$ cat src/rtl/mem_dual_stage_if.sv
// Execute-to-memory, SRAM read data and memory-to-writeback/forwarding bundles
// for the dual-issue memory stage.
interface mem_dual_stage_if #(
  parameter int SLOT_WD = 74
);
  logic [2*SLOT_WD+2:0] ex_to_mem_bus;
  logic [31:0]          data_sram_rdata;
  logic [141:0]         mem_to_wb_bus;
  logic [75:0]          mem_to_rf_bus;

  modport master (
    output ex_to_mem_bus,
    output data_sram_rdata,
    input  mem_to_wb_bus,
    input  mem_to_rf_bus
  );

  modport slave (
    input  ex_to_mem_bus,
    input  data_sram_rdata,
    output mem_to_wb_bus,
    output mem_to_rf_bus
  );
endinterface

$ cat src/rtl/mem_dual_stage.sv
// Dual-issue memory stage: registers the execute pair, completes loads from
// SRAM read data and keeps that data alive across writeback stalls.
module mem_dual_stage #(
  parameter int SLOT_WD  = 74,
  parameter int STALL_WD = 6
) (
  input  logic                clk,
  input  logic                rst,
  input  logic                flush,
  input  logic [STALL_WD-1:0] stall,
  mem_dual_stage_if.slave     bus
);

  localparam int R_WD = 2*SLOT_WD+3;

  logic [R_WD-1:0] r_stage;
  logic            r_first;
  logic            r_hold_v;
  logic [31:0]     r_hold_d;

  logic        w_stop;
  logic        w_wb_stop;
  logic        w_clear;
  logic [31:0] w_src;
  logic [69:0] w_wb_lo;
  logic [69:0] w_wb_hi;
  logic        w_unused;

  assign w_stop    = stall[4];
  assign w_wb_stop = stall[5];
  assign w_clear   = flush | (w_stop & ~w_wb_stop);

  always_ff @(posedge clk or negedge rst) begin
    if (!rst) begin
      r_stage  <= '0;
      r_first  <= 1'b0;
      r_hold_v <= 1'b0;
      r_hold_d <= '0;
    end else if (w_clear) begin
      r_stage  <= '0;
      r_first  <= 1'b0;
      r_hold_v <= 1'b0;
    end else if (!w_stop) begin
      r_stage  <= bus.ex_to_mem_bus;
      r_first  <= 1'b1;
      r_hold_v <= 1'b0;
    end else begin
      r_first <= 1'b0;
      // SRAM data is only valid in the first cycle; capture it once
      if (r_first) begin
        r_hold_d <= bus.data_sram_rdata;
        r_hold_v <= 1'b1;
      end
    end
  end

  assign w_src = r_first  ? bus.data_sram_rdata :
                 r_hold_v ? r_hold_d : 32'd0;

  function automatic logic [69:0] f_wb(
    input logic [73:0] s,
    input logic        v,
    input logic [31:0] d
  );
    logic [31:0] res;
    logic [31:0] wd;
    logic [7:0]  b;
    logic [15:0] h;
    res = s[31:0];
    unique case (res[1:0])
      2'd0: b = d[7:0];
      2'd1: b = d[15:8];
      2'd2: b = d[23:16];
      default: b = d[31:24];
    endcase
    h = res[1] ? d[31:16] : d[15:0];
    if (s[35]) begin
      case (s[34:32])
        3'd0: wd = {{24{b[7]}}, b};
        3'd1: wd = {24'd0, b};
        3'd2: wd = {{16{h[15]}}, h};
        3'd3: wd = {16'd0, h};
        3'd4: wd = d;
        default: wd = 32'd0;
      endcase
    end else begin
      wd = res;
    end
    if (v) f_wb = {s[73:42], s[41], s[40:36], wd};
    else   f_wb = {s[73:42], 38'd0};
  endfunction

  assign w_wb_lo = f_wb(r_stage[SLOT_WD-1:0],
                        r_stage[2*SLOT_WD], w_src);
  assign w_wb_hi = f_wb(r_stage[2*SLOT_WD-1:SLOT_WD],
                        r_stage[2*SLOT_WD+1], w_src);

  assign bus.mem_to_wb_bus = {r_stage[2*SLOT_WD+1],
                              r_stage[2*SLOT_WD],
                              w_wb_hi, w_wb_lo};
  assign bus.mem_to_rf_bus = {w_wb_hi[37:0], w_wb_lo[37:0]};

  // switch is trace-only; low stall bits belong to other stages
  assign w_unused = ^{r_stage[2*SLOT_WD+2], stall[3:0]};

endmodule

$ cat src/flat_wrapper.sv
// flat-port wrapper written by rule: the top's interface ports become plain ports
module mem_dual_stage_flat 
#(
  parameter int SLOT_WD  = 74,
  parameter int STALL_WD = 6
)
  (clk, rst, flush, stall, bus_ex_to_mem_bus, bus_data_sram_rdata, bus_mem_to_wb_bus, bus_mem_to_rf_bus);
  mem_dual_stage_if #(.SLOT_WD(SLOT_WD)) bus_i ();
  input  logic clk;
  input  logic rst;
  input  logic flush;
  input  logic [STALL_WD-1:0] stall;
  input wire logic [$bits(bus_i.ex_to_mem_bus)-1:0] bus_ex_to_mem_bus;
  input wire logic [$bits(bus_i.data_sram_rdata)-1:0] bus_data_sram_rdata;
  output wire logic [$bits(bus_i.mem_to_wb_bus)-1:0] bus_mem_to_wb_bus;
  output wire logic [$bits(bus_i.mem_to_rf_bus)-1:0] bus_mem_to_rf_bus;
  assign bus_i.ex_to_mem_bus = bus_ex_to_mem_bus;
  assign bus_i.data_sram_rdata = bus_data_sram_rdata;
  assign bus_mem_to_wb_bus = bus_i.mem_to_wb_bus;
  assign bus_mem_to_rf_bus = bus_i.mem_to_rf_bus;
  mem_dual_stage #(.SLOT_WD(SLOT_WD), .STALL_WD(STALL_WD)) u_core (.clk(clk), .rst(rst), .flush(flush), .stall(stall), .bus(bus_i));
endmodule
$ cat config.mk
export PLATFORM = sky130hd
export DESIGN_NAME = mem_dual_stage_flat
export DESIGN_NICKNAME = d
export VERILOG_FILES = /design/src/rtl/mem_dual_stage_if.sv /design/src/rtl/mem_dual_stage.sv /design/src/flat_wrapper.sv
export SDC_FILE = /design/constraint.sdc
export NUM_CORES = 1
export LEC_CHECK = 0
export BUFFER_PORTS_ARGS = -buffer_cell sky130_fd_sc_hd__clkbuf_2
export CORE_AREA = 2 2 157 159
export CTS_BUF_LIST = sky130_fd_sc_hd__clkbuf_4
export CTS_CLUSTER_DIAMETER = 120
export DETAILED_ROUTE_END_ITERATION = 12
export DIE_AREA = 0 0 159 161
export GPL_TIMING_DRIVEN = 0
export MAX_ROUTING_LAYER = met4
export PLACE_DENSITY = 0.87
export SLEW_MARGIN = 20
export SYNTH_ARGS = -nofsm -noshare
export SYNTH_HDL_FRONTEND = slang
export SYNTH_SLANG_ARGS = --single-unit
$ cat constraint.sdc
create_clock -name clk -period 1.9 [get_ports clk]
set_input_delay 0.095 -clock clk [delete_from_list [all_inputs] [get_ports clk]]
set_output_delay 0.095 -clock clk [all_outputs]
set_load 0.01 [all_outputs]
# Word level (Yosys, flattened, before mapping)
# Index checks and enable logic that the tools add are counted.
# W data, S select, Z words.
[totals]
word_cells = 46
output_inout_bits = 218
input_bits = 192
regBits = 184
[op_classes]
n_mux = 19
n_reduce_logical = 5
eq_ne = 14
n_bitwise = 4
[op_table]
columns = ["cell", "count"]
rows = [
  ["$pmux W32 S5", 2],
  ["$mux W150", 2],
  ["$mux W32", 4],
  ["$mux W38", 2],
  ["$pmux W8 S3", 2],
  ["$mux W16", 2],
  ["$eq A3 B2 Y1 const B", 4],
  ["$eq A3 B1 Y1 const B", 2],
  ["$eq A3 B3 Y1 const B", 2],
  ["$logic_not A3 Y1", 2],
  ["$mux W1", 5],
  ["$eq A2 B1 Y1 const B", 2],
  ["$eq A2 B2 Y1 const B", 2],
  ["$logic_not A2 Y1", 2],
  ["$ne A3 B1 Y1 const B", 1],
  ["$reduce_and A3 Y1", 1],
  ["$ne A2 B1 Y1 const B", 1],
  ["$not A1 Y1", 2],
  ["$and A1 B1 Y1", 1],
  ["$or A1 B1 Y1", 1],
]

# Depth between registers and ports, before layout
# Gate-level depths: netlist (run 1).
[logic_depth]
depth_word = 6
depth_mapped = 9
depth_no_buf = 5

# Worst setup path after synthesis (run 1)
# Ideal clock, no wire load.
[synth_path]
path_type = "flip-flop to output port"
start = "reg u_core.r_first"
end = "out bus_mem_to_wb_bus[20]"
setup_slack_ns = -0.327
t_arrival_ns = 2.132
path_buffers = 3
stages_incl_launch_ff = 9
path_cell_list = "dfrtp_1 > nand3b_1 > a21boi_1 > a2bb2o_4 > or4_1 > buf_2 > buf_6 > a31oi_1 > buf_4"
[synth_via]
elab_chain_cells = 5
word_cells_on_any_way = 6
classes_between = "mux: 6"
[synth_rtl]
columns = ["element", "line", "source"]
rows = [
  ["from (decl)", "mem_dual_stage.sv:17", "logic r_first;"],
  ["from (signal assigned)", "mem_dual_stage.sv:36", "r_first <= 1'b0;"],
  ["from (signal assigned)", "mem_dual_stage.sv:41", "r_first <= 1'b0;"],
  ["from (signal assigned)", "mem_dual_stage.sv:45", "r_first <= 1'b1;"],
  ["$mux W32 *", "mem_dual_stage.sv:57", "assign w_src = r_first ? bus.data_sram_rdata :"],
  ["$pmux W8 S3 or $mux W16 (tied branches)", "mem_dual_stage.sv:70, mem_dual_stage.sv:76", ""],
  ["$pmux W32 S5 *", "mem_dual_stage.sv:78", "case (s[34:32])"],
  ["$mux W32 *", "mem_dual_stage.sv:77", "if (s[35]) begin"],
  ["$mux W38 *", "mem_dual_stage.sv:89", "if (v) f_wb = {s[73:42], s[41], s[40:36], wd};"],
  ["to (decl)", "flat_wrapper.sv:15", "output wire logic [$bits(bus_i.mem_to_wb_bus)-1:0] bus_mem_to_wb_bus;"],
]
# Mark *: on every way between the ends. The rest lies on a longest branch, timed or not.

# Worst setup path in the final report (run 1)
[layout_path]
start = "reg u_core.r_first"
end = "out bus_mem_to_wb_bus[17]"
# The elaborated chain is that of the path after synthesis.

==> results of run 1 <==
tightest hold or removal path, stage by stage:
cell and delay (ns):
dlygate4sd3_1 0.52, clkbuf_2 0.10, a22o_1 0.11
sequential cells by signal, indices dropped and copies added, names as in the netlist:
register and cells:
u_core.r_hold_d 32, u_core.r_hold_v 1, u_core.r_first 1, u_core.r_stage 150
cell families (layout without fill, tap and decap cells):
| group | Yosys count | in the layout | share of synthesized area (%) |
|---|---|---|---|
| muxes | 35 | 35 | 3.846 |
| AOI/OAI and AO/OA | 412 | 412 | 29.67 |
| DFF | 184 | 184 | 44.93 |
| other | 0 | 3 | 0 |
| and+or+nand+nor | 133 | 133 | 7.631 |
| buffers and inverters | 229 | 926 | 13.92 |
power by group through the flow:
stage / sequential, mW / clock [mW] / combinational (mW)
6_report: 4.48 / 2.36 / 2.54
5_1_grt: 4.50 / 2.52 / 2.67
4_1_cts: 4.44 / 2.33 / 2.34
3_5_place_dp: 4.48 / 0 / 1.71
3_3_place_gp: 4.47 / 0 / 1.64
2_1_floorplan: 4.42 / 0 / 1.04
synth_stat cells, types with 2 or more instances:
| cell | number | area (µm²) |
|---|---|---|
| a21oi_1 | 78 | 390.4 |
| a221oi_1 | 24 | 210.2 |
| a222oi_1 | 7 | 70.07 |
| a22o_1 | 178 | 1559 |
| a22oi_1 | 12 | 90.09 |
| a31oi_1 | 20 | 125.1 |
| a31oi_2 | 8 | 100.1 |
| a32o_1 | 2 | 20.02 |
| and2_1 | 17 | 106.4 |
| and3_1 | 2 | 12.51 |
| buf_1 | 10 | 37.54 |
| buf_2 | 9 | 45.04 |
| buf_4 | 142 | 1066 |
| buf_6 | 3 | 33.78 |
| clkbuf_1 | 61 | 229.0 |
| dfrtp_1 | 184 | 4604 |
| inv_1 | 4 | 15.01 |
| mux2_2 | 35 | 394.1 |
| nand2_1 | 12 | 45.04 |
| nand2b_1 | 9 | 56.30 |
| nand3b_1 | 4 | 30.03 |
| nor2_1 | 14 | 52.55 |
| nor2b_1 | 65 | 406.6 |
| nor3_1 | 3 | 15.01 |
| nor3b_2 | 2 | 25.02 |
| o211ai_1 | 6 | 45.04 |
| o21ai_0 | 67 | 335.3 |
final cells by class:
type | count | area, µm² | share of cell area [%]
Clock buffer | 17 | 127.6 | 0.7132
Multi-Input combinational cell | 580 | 5523 | 30.87
Tap cell | 324 | 405.4 | 2.266
Inverter | 4 | 15.01 | 0.08391
Buffer | 219 | 1767 | 9.873
Antenna cell | 3 | 7.507 | 0.04196
Timing Repair Buffer | 671 | 5281 | 29.52
Clock inverter | 15 | 160.2 | 0.8950
Sequential cell | 184 | 4607 | 25.75
metrics by stage:
stage / hold slack [ns] / setup slack, ns / power [mW]
6_report: 0.2363 / -1.156 / 9.385
5_1_grt: 0.2220 / -1.254 / 9.680
4_1_cts: 0.01286 / -1.130 / 9.110
3_5_place_dp: 0.003421 / -0.7806 / 6.190
3_3_place_gp: 0.3194 / -2.603 / 6.106
2_1_floorplan: -0.2006 / -0.2251 / 5.459
per-layer routing:
metal	vias to the layer above	part of all wire (%)	routed length, µm
met5	-	0	0
met2	754	50	23830
met3	161	8.5	4066
met4	0	5.2	2488
li1	4957	-	-
met1	5855	36	17430
worst max path at each step:
stage / cells after the start / start / to / slack [ns]
5_1_grt: 10 / u_core.r_first$_DFF_PN0_ / bus_mem_to_wb_bus[17] / -1.25
3_3_place_gp: 1 / rst / u_core.r_stage[92]$_DFFE_PN0N_ / -2.60
6_report: 10 / u_core.r_first$_DFF_PN0_ / bus_mem_to_wb_bus[17] / -1.16
4_1_cts: 9 / u_core.r_first$_DFF_PN0_ / bus_mem_to_wb_bus[13] / -1.13
2_1_floorplan: 8 / u_core.r_first$_DFF_PN0_ / bus_mem_to_wb_bus[20] / -0.23
3_5_place_dp: 8 / u_core.r_first$_DFF_PN0_ / bus_mem_to_wb_bus[11] / -0.78
timing repair:
item                                   in CTS  in global routing
gates resized for setup                   245                210
gates cloned                                6                  2
pin swaps                                  54                 51
setup endpoints to repair                 182                174
endpoints found under the hold margin     366                 12
setup buffers                              66                  8
hold buffers                              184                  1
==> Flow_metrics.wiki, run 1 <==
{| class="wikitable"
! Metric !! Value
|-
| Internal power || between 6 and 7 mW
|-
| Final worst-path setup slack || -1.156 ns
|-
| Worst-path cell chain || buf_6, nand3b_1, nand2_4, o21ai_2, or4_4, buf_6, buf_6, a31oi_4, buf_6, buf_6
|-
| Part of the power in combinational logic || 27.1%
|-
| Fraction of layout instances using a drive strength above 1 || 51.89%
|-
| Net Switching || between 3 and 4 mW
|-
| Final Hold Fails || 0
|-
| Final clock period utilization by the worst path || 160.8%
|-
| Critical Path Start Type || flip-flop
|-
| Final worst path period need || around 3 ns
|-
| Final setup violating endpoints || around 140
|-
| Largest voltage drop on the vdd net || between 0.5 and 0.6 mV
|-
| Outcome || finished with violations
|-
| Worst Max-Slew Pin Slew || approximately 1.2 ns
|-
| Number of nets with antenna violations after detailed routing || 0
|-
| Reg power frac || around 48%
|-
| Initial antenna violation count || 3
|-
| Area of the die || between 0.02 and 0.03 mm²
|-
| DR vias/cell || between 5 and 6
|-
| DR WL/cell || between 20 and 25 µm
|-
| Primary FF master, synth || dfrtp_1
|-
| Standard cell with the maximum stage delay on the critical path || or4_4
|-
| Initial core utilization || between 40 and 50%
|-
| Pin count of the biggest net entering global routing || between 80 and 90
|-
| Clock Sink Count || 184
|-
| Logic depth of the worst register-to-register path || 7
|-
| Wire length reported by the detailed router || about 48,000 µm
|-
| Critical path's top delay family || simple AND/OR/NAND/NOR gates
|-
| Clock latency at the later pin of the worst-skew pair || about 0.60 ns
|-
| Count of final max-slew check failures || 0
|-
| Most used cell along the critical path || buf_6
|-
| Met2 Track Usage GR || between 60% and 70%
|-
| Top-level port count || 410
|-
| Total vias in the final route || 11,730
|-
| Number of H-tree levels || 4
|-
| Average cell area after synthesis || between 10 and 15 µm²
|-
| Reg clk slew, reported paths || between 0.15 and 0.2 ns
|-
| Setup repair after global routing missed its margin || yes
|-
| Combined global-route utilization of all metal layers || about 36%
|-
| Flip-flop and latch count after synthesis || about 180
|-
| Async S/R FF share, synth || 100.0%
|-
| Min-Delay Path Class || input port to flip-flop
|-
| Final Net Count || ~1,900
|-
| Finished Layout Cells || 2,017
|-
| Share of synthesized area occupied by flip-flops and latches || 44.93%
|-
| Crit path arrival time || 2.96 ns
|-
| Area growth syn-to-layout || 74.62%
|-
| Min-Delay Path Depth || 3
|-
| Remaining max-slew budget at the tightest pin || 20.42%
|-
| Met1 Usage GRT || 41.39%
|-
| Cells after synthesis || approximately 990
|-
| Height of the die || approximately 160 µm
|-
| Post-synthesis cell area || roughly 0.01 mm²
|-
| Number of max-capacitance violations reported || 0
|-
| Post-detail-place hpwl || between 20,000 and 30,000 µm
|-
| Gpl congestion || around 0.9
|-
| Final sum of negative setup slack || -126.90 ns
|-
| Register-to-register setup slack || approximately 0.050 ns
|-
| Maximum clock insertion buffer count || 2
|-
| Syn. warnings || 0
|-
| Number of enable flip-flop cells after synthesis || 0
|-
| Leading cell type in the layout, fill and taps excluded || clkbuf_2
|-
| Hold wc startpoint || bus_ex_to_mem_bus[131]
|-
| Net count after synthesis || 1,185
|-
| Worst clock skew on the final layout || between 0.02 and 0.025 ns
|-
| Most frequent cells in the layout || 309 x clkbuf_2, 184 x dlygate4sd3_1, 182 x dfrtp_1
|-
| R2R Path Start || u_core.r_first$_DFF_PN0_
|-
| GRT overflow || 0
|-
| Met3 capacity usage during global routing || 7.011%
|-
| Switching part of the total power || 33.54%
|-
| Number of violations reported at the end of detailed-routing iteration 0 || about 1,200
|-
| Inserted Clock Buffers || 17
|-
| CP Data Required Time || approximately 1.8 ns
|-
| Failing checks || negative setup slack
|-
| Slowest Stage Delay on Critical Path || approximately 0.56 ns
|-
| Clock root buffer master || clkbuf_4
|-
| Number of unique standard cell types used by synthesis || 42
|-
| DP Area || ~0.013 mm²
|-
| Startpoint-to-endpoint class of the critical path || flip-flop to primary output
|-
| Count of fill cells added during filler insertion || around 1,500
|-
| Reg-to-Reg End || u_core.r_hold_d[6]$_DFFE_PN0P_
|-
| Input/output buffers || about 400
|-
| Global-route wire length before repair || 69,720 µm
|-
| Std-Cell Rows || 57
|-
| Worst Path Buf+Inv || 5
|-
| Vias in the first global route || 12,100
|-
| Summed area of non-filler cells in the final layout || between 0.015 and 0.02 mm²
|-
| First-pass iteration count of the detailed router || 9
|-
| CORE AREA || around 0.024 mm²
|-
| Number of placed instances with taps included || about 1,700
|-
| Gr busiest metal || met2
|-
| Fraction of power consumed by the clock network || about a quarter
|-
| Horizontal die dimension || 159 µm
|-
| TritonCTS clock tree || done
|-
| Capturing element type of the critical path || primary output
|-
| PwrDens || 524.5 mW/mm²
|-
| Core Util, Final || 74.67%
|-
| DRC || 0
|-
| Largest driver fanout on the critical path || 6
|-
| Hold Path Sink || u_core.r_stage[131]$_DFFE_PN0N_
|-
| Leakage power of the design || 8.478 nW
|-
| Max Fclk || roughly 0.33 GHz
|}
No activity file was read; power rests on OpenSTA's default activity.
==> run 2, diff against run 1 <==
- CORE_AREA: 2 2 157 159 -> 2 2 160 162
- DIE_AREA: 0 0 159 161 -> 0 0 162 164
- PLACE_DENSITY: 0.87 -> 0.82
- clock period: 1.9 -> 3.75 ns (I/O delays scaled with it)
==> Flow_metrics.wiki, run 2 (synthesis gave the netlist of run 1 again) <==
{| class="wikitable"
! Metric !! Value
|-
| R2R Path Start || u_core.r_first$_DFF_PN0_
|-
| Combined global-route utilization of all metal layers || between 30% and 40%
|-
| Input/output buffers || slightly above 400
|-
| Register-to-register setup slack || between 1.5 and 2 ns
|-
| Leakage power of the design || ~7.4 nW
|-
| Vias in the first global route || 10,730
|-
| Setup repair after global routing missed its margin || no
|-
| Top-level port count || 410
|-
| Total vias in the final route || roughly 11,000
|-
| Global-route wire length before repair || between 60,000 and 70,000 µm
|-
| Final Hold Fails || 0
|-
| Area growth syn-to-layout || 45.69%
|-
| Final Net Count || 1,794
|-
| Number of nets with antenna violations after detailed routing || 0
|-
| Critical Path Start Type || flip-flop
|-
| Reg clk slew, reported paths || 0.15 ns
|-
| Worst hold slack across all endpoints || between 0.15 and 0.2 ns
|-
| Pin count of the biggest net entering global routing || ~90
|-
| Number of placed instances with taps included || ~1,700
|-
| Flip-flop count of the largest register, all copies and words added || 150
|-
| Worst clock skew on the final layout || about 0.0069 ns
|-
| Crit path arrival time || roughly 3.3 ns
|-
| Startpoint-to-endpoint class of the critical path || flip-flop to primary output
|-
| Leading cell type in the layout, fill and taps excluded || clkbuf_2
|-
| Final setup violating endpoints || 0
|-
| Final sum of negative setup slack || 0 ns
|-
| Min-Delay Path Class || input port to async pin
|-
| Initial antenna violation count || 2
|-
| DRC || 0
|-
| Initial core utilization || roughly two fifths
|-
| Area of the die || approximately 0.027 mm²
|-
| Largest registers ranked by flip-flop count || u_core.r_stage: 150 flops, u_core.r_hold_d: 32 flops
|-
| Most frequent cells in the layout || 403 x clkbuf_2, 184 x dlygate4sd3_1, 184 x dfrtp_1
|-
| Reg-to-Reg End || u_core.r_hold_d[5]$_DFFE_PN0P_
|-
| Clock root buffer master || clkbuf_4
|-
| PwrDens || between 300 and 400 mW/mm²
|-
| Final worst path period need || roughly 3.5 ns
|-
| Capturing element type of the critical path || primary output
|-
| Final worst-path setup slack || ~0.25 ns
|-
| Largest voltage drop on the vdd net || between 0.2 and 0.25 mV
|-
| Number of violations reported at the end of detailed-routing iteration 0 || roughly 1,000
|-
| CORE AREA || approximately 0.025 mm²
|-
| Finished Layout Cells || 1,947
|-
| Count of buffers added by post-CTS timing repair for setup || 0
|-
| DP Area || 0.01275 mm²
|-
| Gpl congestion || slightly below 1
|-
| Outcome || completed
|-
| Post-detail-place hpwl || 28,650 µm
|-
| First-pass iteration count of the detailed router || 5
|-
| Number of H-tree levels || 4
|-
| Maximum clock insertion buffer count || 2
|-
| TritonCTS clock tree || done
|-
| CP Data Required Time || 3.56 ns
|-
| DR WL/cell || ~21 µm
|-
| DR vias/cell || between 5 and 6
|-
| Final clock period utilization by the worst path || between 90 and 100%
|-
| Clock latency at the later pin of the worst-skew pair || about 0.57 ns
|-
| Height of the die || 164 µm
|-
| Clock Sink Count || between 150 and 200
|-
| Inserted Clock Buffers || 17
|-
| Logic depth of the worst register-to-register path || 5
|-
| Max Fclk || approximately 0.29 GHz
|-
| Largest driver fanout on the critical path || 10
|-
| GRT overflow || 0
|-
| Remaining max-slew budget at the tightest pin || 28.57%
|-
| Fraction of layout instances using a drive strength above 1 || 39.81%
|-
| Std-Cell Rows || 58
|-
| Core Util, Final || 60.15%
|-
| Largest reg by FF count || u_core.r_stage
|-
| Horizontal die dimension || about 160 µm
|-
| DP Worst Slack || approximately 0.80 ns
|-
| Summed area of non-filler cells in the final layout || approximately 0.015 mm²
|-
| Number of max-capacitance violations reported || 0
|-
| Count of final max-slew check failures || 0
|-
| Pwr Total || 4.519 mW
|-
| Wire length reported by the detailed router || between 40,000 and 50,000 µm
|-
| Worst Max-Slew Pin Slew || roughly 1.1 ns
|}
[run 2: final cells by class]
cell class | instances | area (µm²)
timing repair buffer | 590 | 3928
fill | 2005 | 9889
clock buffer | 19 | 142.6
buffer | 225 | 1411
tap | 330 | 412.9
multi-input combinational | 580 | 4220
antenna | 2 | 5.005
clock inverter | 13 | 190.2
inverter | 4 | 15.01
sequential | 184 | 4604
[run 2: metal layers]
layer	global-route usage [%]	wire length, µm
met5	-	0
met4	11.63	1362
met3	7.424	3490
met2	50.87	19990
met1	37.17	16140
[run 2: worst max-delay path by stage]
stage / start / end / slack [ns] / depth (start not counted)
after floorplan: u_core.r_first$_DFF_PN0_ / bus_mem_to_wb_bus[20] / 1.43 / 8
after global placement: rst / u_core.r_stage[118]$_DFFE_PN0N_ / -0.86 / 1
after detailed placement: u_core.r_first$_DFF_PN0_ / bus_mem_to_wb_bus[3] / 0.80 / 8
after CTS: u_core.r_first$_DFF_PN0_ / bus_mem_to_wb_bus[1] / 0.13 / 9
after global routing: u_core.r_first$_DFF_PN0_ / bus_mem_to_wb_bus[1] / 0.02 / 8
final: u_core.r_stage[33]$_DFFE_PN0N_ / bus_mem_to_wb_bus[3] / 0.25 / 7
[run 2: critical path, stage by stage (launching register included)]
cell      delay (ns)
dfrtp_1         0.50
nor3b_2         0.48
o21bai_1        0.37
clkbuf_1        0.46
a22oi_1         0.17
a31oi_1         0.46
buf_4           0.19
clkbuf_2        0.12
[run 2: timing repair]
item	CTS	global route
hold buffers	184	0
hold endpoints to repair	275	0
resized for setup	0	3
setup endpoints to repair	0	11
[run 2: power breakdown]
group	leakage (nW)	internal, mW	switching, mW	total [mW]
combinational	4.81	0.503	0.484	0.987
clock	0.168	0.552	0.742	1.29
sequential	2.43	2.14	0.0989	2.24
==> run 3, diff against run 2 <==
- REMOVE_ABC_BUFFERS: unset -> 1
- SETUP_SLACK_MARGIN: unset -> 0.1
==> Flow_metrics.wiki, run 3 (synthesis gave the netlist of run 1 again) <==
{| class="wikitable"
! Metric !! Value
|-
| Startpoint-to-endpoint class of the critical path || flip-flop to primary output
|-
| Final Hold Fails || 0
|-
| Crit path arrival time || 3.28 ns
|-
| Largest registers ranked by flip-flop count || u_core.r_stage: 150 flops, u_core.r_hold_d: 32 flops
|-
| R2R Path Start || u_core.r_first$_DFF_PN0_
|-
| Maximum clock insertion buffer count || 2
|-
| Height of the die || ~160 µm
|-
| Start point of the critical path || u_core.r_first$_DFF_PN0_
|-
| Pin count of the biggest net entering global routing || 75
|-
| Std-Cell Rows || 58
|-
| Slowest Stage Delay on Critical Path || approximately 0.7 ns
|-
| Standard cell with the maximum stage delay on the critical path || dfrtp_4
|-
| Initial antenna violation count || 1
|-
| Capturing element type of the critical path || primary output
|-
| Total vias in the final route || 10,010
|-
| Clock root buffer master || clkbuf_4
|-
| CORE AREA || between 0.02 and 0.025 mm²
|-
| Final setup violating endpoints || 0
|-
| Most frequent cells in the layout || 403 x clkbuf_2, 186 x dlygate4sd3_1, 179 x dfrtp_1
|-
| PwrDens || between 300 and 400 mW/mm²
|-
| DR vias/cell || ~5.8
|-
| Flip-flop count of the largest register, all copies and words added || 150
|-
| End point of the critical path || bus_mem_to_wb_bus[20]
|-
| Final worst path period need || about 3.5 ns
|-
| Clock latency at the later pin of the worst-skew pair || around 0.57 ns
|-
| Area of the die || between 0.02 and 0.03 mm²
|-
| CP Data Required Time || 3.56 ns
|-
| Summed area of non-filler cells in the final layout || 0.01391 mm²
|-
| Crit path depth || 6
|-
| Number of nets with antenna violations after detailed routing || 0
|-
| Final Net Count || about 1,600
|-
| Outcome || completed
|-
| Worst clock skew on the final layout || roughly 0.025 ns
|-
| Initial core utilization || 41.29%
|-
| Area growth syn-to-layout || 35.75%
|-
| Top-level port count || a little over 400
|-
| Count of final max-slew check failures || 0
|-
| Leading cell type in the layout, fill and taps excluded || clkbuf_2
|-
| Worst-path cell chain || nand3b_1, nand2_2, a2bb2o_4, or4_4, a31oi_1, clkbuf_2
|-
| Final worst-path setup slack || 0.2862 ns
|-
| Number of max-capacitance violations reported || 0
|-
| DP Area || around 0.012 mm²
|-
| Register-to-register setup slack || 1.86 ns
|-
| Worst Max-Slew Pin Slew || around 1.1 ns
|-
| Vias in the first global route || 9,963
|-
| Combined global-route utilization of all metal layers || ~28%
|-
| Gpl congestion || ~0.86
|-
| DR WL/cell || 21.51 µm
|-
| Critical Path Start Type || flip-flop
|-
| Pwr Total || between 4 and 5 mW
|-
| TritonCTS clock tree || done
|-
| Input/output buffers || between 400 and 500
|-
| Wire length reported by the detailed router || 37,440 µm
|-
| Max Fclk || between 0.2 and 0.3 GHz
|-
| Clock Sink Count || about 180
|-
| Fraction of layout instances using a drive strength above 1 || 36.91%
|-
| Largest voltage drop on the vdd net || ~0.19 mV
|-
| Number of H-tree levels || 4
|-
| Largest driver fanout on the critical path || a little over 40
|-
| Largest reg by FF count || u_core.r_stage
|-
| DRC || 0
|-
| Remaining max-slew budget at the tightest pin || roughly 28%
|-
| Min-Delay Path Class || input port to flip-flop
|-
| Final clock period utilization by the worst path || a little over 90%
|-
| DP Worst Slack || roughly 0.25 ns
|-
| Logic depth of the worst register-to-register path || 3
|-
| Inserted Clock Buffers || 17
|-
| GRT overflow || 0
|-
| Reg clk slew, reported paths || 0.21 ns
|-
| Number of violations reported at the end of detailed-routing iteration 0 || between 900 and 1,000
|-
| Critical path's top delay family || simple AND/OR/NAND/NOR gates
|-
| Worst Path Buf+Inv || 1
|-
| Reg-to-Reg End || u_core.r_hold_d[2]$_DFFE_PN0P_
|-
| Post-detail-place hpwl || approximately 24,000 µm
|-
| Setup repair after global routing missed its margin || no
|-
| Leakage power of the design || roughly 6.7 nW
|-
| First-pass iteration count of the detailed router || 7
|-
| Horizontal die dimension || 162 µm
|-
| Global-route wire length before repair || about 56,000 µm
|}
run 3: cell types whose count changed in the layout (fill, tap and decap cells not counted), sizes merged:
cell | before | now
clkinv | 2 | 5
bufinv | 4 | 0
clkbuf | 484 | 422
clkinvlp | 3 | 0
inv | 8 | 13
diode | 2 | 1
buf | 166 | 19
dlygate4sd3 | 184 | 186
run 3: timing repair:
action | 4_1_cts | 5_1_grt
setup endpoints to repair | 62 | 8
gates resized for setup | 5 | 2
endpoints found under the hold margin | 366 | 2
hold buffers | 183 | 3
setup buffers | 0 | 3
pin swaps | 0 | 1
run 3: final cells by class:
cell class,count,area [µm²]
clock buffer,18,135.1
inverter,4,15.01
sequential,184,4613
multi-input combinational,580,4279
tap,330,412.9
timing repair buffer,609,4278
antenna,1,2.502
fill,2047,10910
clock inverter,14,175.2
run 3: where the power goes:
group          switching [mW]  total [mW]  internal, mW
combinational           0.423       0.886         0.463
clock                   0.879        1.21         0.331
sequential              0.129        2.27          2.14
total                    1.43        4.37          2.94
run 3: worst min path at each step:
| stage | start | end | slack (ns) | cells past startpoint |
|---|---|---|---|---|
| final | stall[5] | u_core.r_stage[132]$_DFFE_PN0N_ | 0.09 | 4 |
| after global routing | stall[5] | u_core.r_stage[132]$_DFFE_PN0N_ | 0.02 | 4 |
| after CTS | flush | u_core.r_stage[132]$_DFFE_PN0N_ | 0.006 | 3 |
| after detailed placement | rst | u_core.r_stage[99]$_DFFE_PN0N_ | 0.17 | 1 |
| after global placement | bus_ex_to_mem_bus[43] | u_core.r_stage[43]$_DFFE_PN0N_ | 0.41 | 2 |
| after floorplan | rst | u_core.r_first$_DFF_PN0_ | -0.11 | 0 |
run 3: routing by layer:
metal / up-vias / global-route usage [%] / routed length, µm
met5: - / - / 0
met4: 0 / 11.34 / 1360
met3: 91 / 5.202 / 2761
met2: 601 / 46.32 / 18740
met1: 4928 / 33.60 / 14580
li1: 4389 / - / -
run 3: worst reg2reg max path: stages, from the launching register on:
cell	delay, ns
dfrtp_4	0.78
nand2_2	0.42
buf_16	0.29
mux2_2	0.31
run 3: per-stage QoR:
| step | hold slack (ns) | TNS [ns] | utilization (%) | instances |
|---|---|---|---|---|
| 2_1_floorplan | -0.1081 | -407.05 | - | 768 |
| 3_3_place_gp | 0.4101 | -1309.19 | 45.41 | 1502 |
| 3_5_place_dp | 0.1703 | 0 | 47.07 | 1518 |
| 4_1_cts | 0.006059 | 0 | 55.74 | 1733 |
| 5_1_grt | 0.02455 | 0 | 56.05 | 1740 |
| 6_report | 0.08894 | 0 | 56.05 | 1740 |
